$ cat config.mk
export PLATFORM = sky130hd
export DESIGN_NAME = auth_msg_serializer
export DESIGN_NICKNAME = d
export VERILOG_FILES = /design/src/rtl/auth_msg_serializer.sv
export SDC_FILE = /design/constraint.sdc
export NUM_CORES = 1
export LEC_CHECK = 0
export ABC_AREA = 1
export BUFFER_PORTS_ARGS = -buffer_cell sky130_fd_sc_hd__buf_2
export CORE_MARGIN = 4
export CORE_UTILIZATION = 56
export DETAILED_ROUTE_END_ITERATION = 6
export HOLD_SLACK_MARGIN = 0.06
export PLACE_DENSITY = 0.81
export SYNTH_ARGS = -nofsm -noshare
export SYNTH_HDL_FRONTEND = slang
export SYNTH_SLANG_ARGS = --single-unit
$ cat constraint.sdc
create_clock -name clk -period 1.9 [get_ports clk]
set_clock_uncertainty 0.15 [all_clocks]
set_input_delay 0.38 -clock clk [delete_from_list [all_inputs] [get_ports clk]]
set_output_delay 0.38 -clock clk [all_outputs]
set_load 0.03 [all_outputs]
$ cat src/rtl/auth_msg_serializer.sv
// Byte-wide serializer for authentication response messages: captures header+payload
// on a rising msg_ack, streams it MSB-first over valid/ready with sof/eof framing.
module auth_msg_serializer #(
  parameter int unsigned HDR_BYTES = 4,
  parameter int unsigned PLD_BYTES = 12
) (
  input  logic                   clk,
  input  logic                   reset_L,
  input  logic                   msg_ack,
  input  logic [8*HDR_BYTES-1:0] header,
  input  logic [8*PLD_BYTES-1:0] payload,
  input  logic                   tx_ready,
  input  logic                   clr_ovr,
  output logic [7:0]             tx_data,
  output logic                   tx_valid,
  output logic                   tx_sof,
  output logic                   tx_eof,
  output logic                   busy,
  output logic                   done,
  output logic                   ovr
);

  localparam int unsigned TOTAL = HDR_BYTES + PLD_BYTES;
  localparam int unsigned MSG_W = 8 * TOTAL;
  localparam int unsigned CW    = $clog2(TOTAL + 1);
  localparam logic [CW-1:0] LAST_IDX = CW'(TOTAL - 1);

  typedef enum logic [1:0] {
    S_IDLE,
    S_SEND,
    S_DONE
  } state_e;

  state_e           state_q, state_d;
  logic             ack_q;
  logic [CW-1:0]    cnt_q, cnt_d;
  logic [MSG_W-1:0] buf_q, buf_d;
  logic             ovr_q, ovr_d;
  logic             start;

  // Only the 0->1 transition of the level acknowledge starts a message.
  assign start = msg_ack & ~ack_q;

  always_comb begin
    // NOTE: every signal written here gets a default first, so no path can infer a latch.
    state_d  = state_q;
    cnt_d    = cnt_q;
    buf_d    = buf_q;
    ovr_d    = ovr_q;
    tx_valid = 1'b0;
    done     = 1'b0;

    case (state_q)
      S_IDLE: begin
        if (start) begin
          buf_d   = {header, payload};
          cnt_d   = '0;
          state_d = S_SEND;
        end
      end
      S_SEND: begin
        tx_valid = 1'b1;
        if (tx_ready) begin
          // The head byte is always the one on the wire, so a stall leaves tx_data untouched.
          buf_d = {buf_q[MSG_W-9:0], 8'h00};
          cnt_d = cnt_q + CW'(1);
          if (cnt_q == LAST_IDX) state_d = S_DONE;
        end
      end
      S_DONE: begin
        done    = 1'b1;
        state_d = S_IDLE;
      end
      default: state_d = S_IDLE;
    endcase

    // A message edge while one is in flight is dropped and flagged; set beats clear.
    if (clr_ovr) ovr_d = 1'b0;
    if (start && (state_q != S_IDLE)) ovr_d = 1'b1;
  end

  always_ff @(posedge clk or negedge reset_L) begin
    if (!reset_L) begin
      state_q <= S_IDLE;
      ack_q   <= 1'b0;
      cnt_q   <= '0;
      // NOTE: the buffer is a plain register bank (not a RAM), so resetting it is cheap
      // and keeps tx_data at 0 while in reset.
      buf_q   <= '0;
      ovr_q   <= 1'b0;
    end else begin
      // NOTE: non-blocking assignments so every register samples pre-edge values.
      state_q <= state_d;
      ack_q   <= msg_ack;
      cnt_q   <= cnt_d;
      buf_q   <= buf_d;
      ovr_q   <= ovr_d;
    end
  end

  assign tx_data = buf_q[MSG_W-1 -: 8];
  assign tx_sof  = tx_valid & (cnt_q == '0);
  assign tx_eof  = tx_valid & (cnt_q == LAST_IDX);
  assign busy    = (state_q != S_IDLE);
  assign ovr     = ovr_q;

endmodule

======== Yosys cells after proc, flatten, opt, wreduce, memory -nomap -nowiden ========
Cells that the tools add are included.
storage, ports and cells
  register bits after elaboration ......... 137
  bits in latches ......................... 0
  RAM bits ................................ 0
  ROM bits ................................ 0
  input bits .............................. 133
  output and inout port bits .............. 14
  word-level logic and storage cells ...... 38
  memories kept ........................... 0
cells by class
  add/sub/neg operators ................... 1
  multiply operators ...................... 0
  div/mod/pow operators ................... 0
  $lt $le $gt $ge ......................... 0
  equal/unequal tests ..................... 6
  shift operators ......................... 0
  mux-type cells .......................... 14
  bitwise operators ....................... 4
  reduce and logical (&&, ||, !) cells .... 8
operator list
  cell                                                             count
  128-bit two-way mux                                              2
  128-bit one-hot mux with 2 select lines                          1
  5-bit two-way mux                                                2
  5-bit one-hot mux with 2 select lines                            1
  2-bit two-way mux                                                3
  2-bit inequality test, second input constant                     3
  3-bit AND reduction                                              2
  2-bit nonzero test                                               3
  5-bit by 1-bit adder with 5-bit output, second input constant    1
  5-bit by 4-bit == test with 1-bit output, second input constant  1
  5-bit zero test                                                  1
  1-bit two-way mux                                                4
  2-bit one-hot mux with 2 select lines                            1
  1-bit AND                                                        3
  2-bit by 1-bit == test with 1-bit output, second input constant  1
  2-bit == test, second input constant                             1
  2-bit zero test                                                  1
  1-bit logical AND                                                1
  1-bit inverter                                                   1

======== Depth between registers and ports, before layout ========
  word-level depth ........................ 4
  mapped depth ............................ 8
  mapped depth without buffers ............ 8

======== Least setup slack after synthesis ========
Ideal clock, no wire load.
  path kind ............................... reg-to-output
  from .................................... register state_q[1]
  to ...................................... output tx_sof
  arrival ................................. 1718 ps
  data required time ...................... 1370 ps
  slack ................................... -348 ps
  cell stages (with the launch flop) ...... 5
  buffers on the path ..................... 1
  cells stage by stage .................... dfrtp_1 -> inv_2 -> nand2_4 -> clkbuf_1 -> nor4_1
on the way
  word-level cells in the longest chain between the ends .. 3
ends and longest elaborated chain
  what                                      line  RTL
  start, declared                           34    state_e state_q, state_d;
  start signal, assigned                    93    state_q <= state_d;
  2-bit by 1-bit == test with 1-bit output  53    case (state_q)
  1-bit two-way mux                         53
  1-bit AND                                 102   assign tx_sof = tx_valid & (cnt_q == '0);
  end, declared                             16    output logic tx_sof,
Every way passes these cells.

======== Worst setup path in the final report ========
  from .................................... register cnt_q[0]
  to ...................................... output tx_eof
on the way
  word-level cells in the longest chain between the ends .. 2
ends and longest elaborated chain
  what                                      line  RTL
  start, declared                           36    logic [CW-1:0] cnt_q, cnt_d;
  start signal, assigned                    95    cnt_q <= cnt_d;
  5-bit by 4-bit == test with 1-bit output  103   assign tx_eof = tx_valid & (cnt_q == LAST_IDX);
  1-bit AND                                 103
  end, declared                             17    output logic tx_eof,
Every way passes these cells.

==> flow_metrics.tcl <==
set metrics [dict create \
    cpPeakStageDelay_ps 350 \
    crit_required_ps 1370 \
    yosysWarningCount 0 \
    final_common_cell "nand2_1" \
    grt_start_max_net_pins 87 \
    synth_seq_cells 137 \
    fin_crit_sh_pct 111 \
    fillers 1050 \
    drc 0 \
    power_leakage_nw 4.48 \
    num_vias 5866 \
    post-dp-hpwl_um 10300 \
    io-pin-count 147 \
    grt_pass1_wl_um 25600 \
    status "finished, violations left" \
    cp_max_fo 2 \
    fin_crit_ps 2100 \
    die_w_um 122 \
    ant_nets 0 \
    arrival_ps 1570 \
    dieArea_um2 15000 \
    drtPass1Iterations 5 \
    cp-end-kind "primary output" \
    gp_congestion 0.803 \
    final_max_slew_viol_count 0 \
    vias_per_cell 4.89 \
    cap_violations 0 \
    final_net_count 1153 \
    synthCells 873 \
    clk_pin_slew_ps 50 \
    irDropWorstVdd_uv 679 \
    htreeDepth 4 \
    grt_pass1_vias 5635 \
    cp-start-kind "flip-flop" \
    dieHeight_um 122 \
    path_class "flip-flop to primary output" \
    fin_cells 1199 \
    ys_seq_area_share_pct 46.8 \
    layout_common_cells "265 x nand2_1, 141 x buf_2, 135 x dfrtp_1" \
    tritoncts "yes" \
    wl_per_cell_um 13.0 \
    port_buffers 146 \
    timing.fmax_mhz 476 \
    crit_top_cell "ha_2" \
    cts_buffer_depth 2 \
    cts-root-buf "clkbuf_16" \
    whs_ps 70.2 \
    wl_um 15600 \
    synth.distinct_cells 23 \
    hold_start "payload[3]" \
    relSlewSlack_pct 75.2 \
    cts_buffers 17 \
    grt_overflow_total 0 \
    antennaDiodeCount 0 \
    clock_latency_ps 410 \
    critPathSlowestCell "dfrtp_1" \
    drt_iter0_drc 407 \
    rows 41 \
    start_util_pct 57.6 \
    finalSetupViolCount 3 \
    violations "setup timing" \
    setup_ws_ps -200 \
    drive_gt1_share_pct 33.3 \
    p_per_area_nw_per_um2 1310 \
    reg2reg_slack_ps 40 \
    grt.total_usage_pct 21.6 \
    hold_path.class "input port to flip-flop" \
    power_mw 11.7 \
    worstSetupStartpoint "cnt_q[0]" \
    r2r-start "state_q[0]" \
    crit_chain "ha_2 > nand2_2 > nor2_2 > ha_2 > inv_2 > nor2_4 > buf_6" \
    placedCellCount 1150 \
    coreArea_um2 12700 \
    syn-num-nets 1009 \
    tightest_slew_ps 372 \
    rsz0062_at_grt "true" \
    antenna_found_initial 0 \
    finalHoldViolCount 0 \
    area_delta_synth_final_pct 22.0 \
    syn_area_um2 7330 \
    syn_avg_cell_area_um2 8.39 \
    cts_sinks 137 \
]
==> cell type report <==
cell class                      count  area (um2)  share of cell area [%]
Tap cell                          172         215                    2.41
Multi-Input combinational cell    541        2940                    32.9
Clock buffer                       26         489                    5.47
Inverter                          133         507                    5.67
Clock inverter                      3        65.1                   0.728
Timing Repair Buffer              187        1290                    14.4
Sequential cell                   137        3430                    38.4
==> flip-flops by register name, indices dropped and copies added (netlist names) <==
signal / flops
ovr: 1
buf_q: 128
cnt_q: 5
ack_q: 1
state_q: 2
==> metal layers <==
metal	track usage (%)	wire length, um	up-vias
met2	34.8	7560	156
met4	8.68	299	0
li1	-	-	3013
met3	5.44	909	27
met1	28.0	6780	2670
met5	0	0	-
==> cells by family (layout without fill, tap and decap cells) <==
kind of cell,count (synthesis),after routing,share of synthesized area (%)
simple gates,291,292,15.6
fa+ha+maj,3,3,0.512
compound gates,246,246,23.0
flops,137,137,46.8
buf+inv,196,349,14.0
==> where the power goes <==
part	total (mW)	internal, mW	switching, mW
combinational	4.06	1.73	2.34
clock	3.16	2.01	1.14
sequential	4.48	3.94	0.547
total	11.7	7.67	4.03
==> path summary, 6_finish.rpt <==
check / depth (start not counted) / to
hold / removal: 3 / buf_q[3]
hold reg to reg: 2 / buf_q[6]
setup / recovery: 7 / tx_eof
setup reg to reg: 8 / buf_q[80]
min in group asynchronous: 2 / buf_q[123]
max in group asynchronous: 3 / state_q[1]
==> metrics by stage <==
| stage | TNS, ps | instance area, um2 | utilization (%) | setup slack [ps] |
|---|---|---|---|---|
| global route | -995 | 8940 | 70.2 | -316 |
| finish | -432 | 8940 | 70.2 | -200 |
| floorplan | 0 | 7340 | - | 22.5 |
| CTS | -686 | 8820 | 69.3 | -225 |
| global placement | 0 | 8110 | 63.8 | 150 |
| detailed placement | 0 | 8110 | 63.8 | 144 |
==> worst max-delay path, delay by kind of cell, from the launching register on <==
kind                     cells  cell delay [ps]
buffers and inverters        2              190
flip-flops                   1              350
adder cells (fa/ha/maj)      2              370
AND/OR/NAND/NOR              3              250
==> cell usage after synthesis <==
library cell | n | area, um2
o21ai_1 | 28 | 140
o21ai_0 | 96 | 480
or2_2 | 1 | 6.26
buf_6 | 31 | 349
o221ai_1 | 1 | 8.76
nand2_1 | 267 | 1000
ha_1 | 3 | 37.5
nand2_2 | 1 | 6.26
buf_2 | 12 | 60.1
inv_2 | 1 | 3.75
nor4_1 | 1 | 6.26
buf_4 | 12 | 90.1
nand3_4 | 1 | 17.5
inv_1 | 132 | 495
dfrtp_1 | 137 | 3430
clkbuf_1 | 8 | 30.0
nor2_1 | 4 | 15.0
nand3_1 | 13 | 65.1
o21ai_2 | 120 | 1050
o22ai_1 | 1 | 6.26
nand4_1 | 1 | 6.26
nand3_2 | 1 | 10.0
nand2_4 | 1 | 11.3
==> what timing repair did <==
item,4_1_cts,5_1_grt
pin swaps,5,4
hold endpoints to repair,42,0
hold buffers,8,0
resized for setup,16,12
buffers inserted,2,8
endpoints found under the setup margin,4,6
gates cloned,1,1
Note: power is estimated with default switching activity, not from simulation.
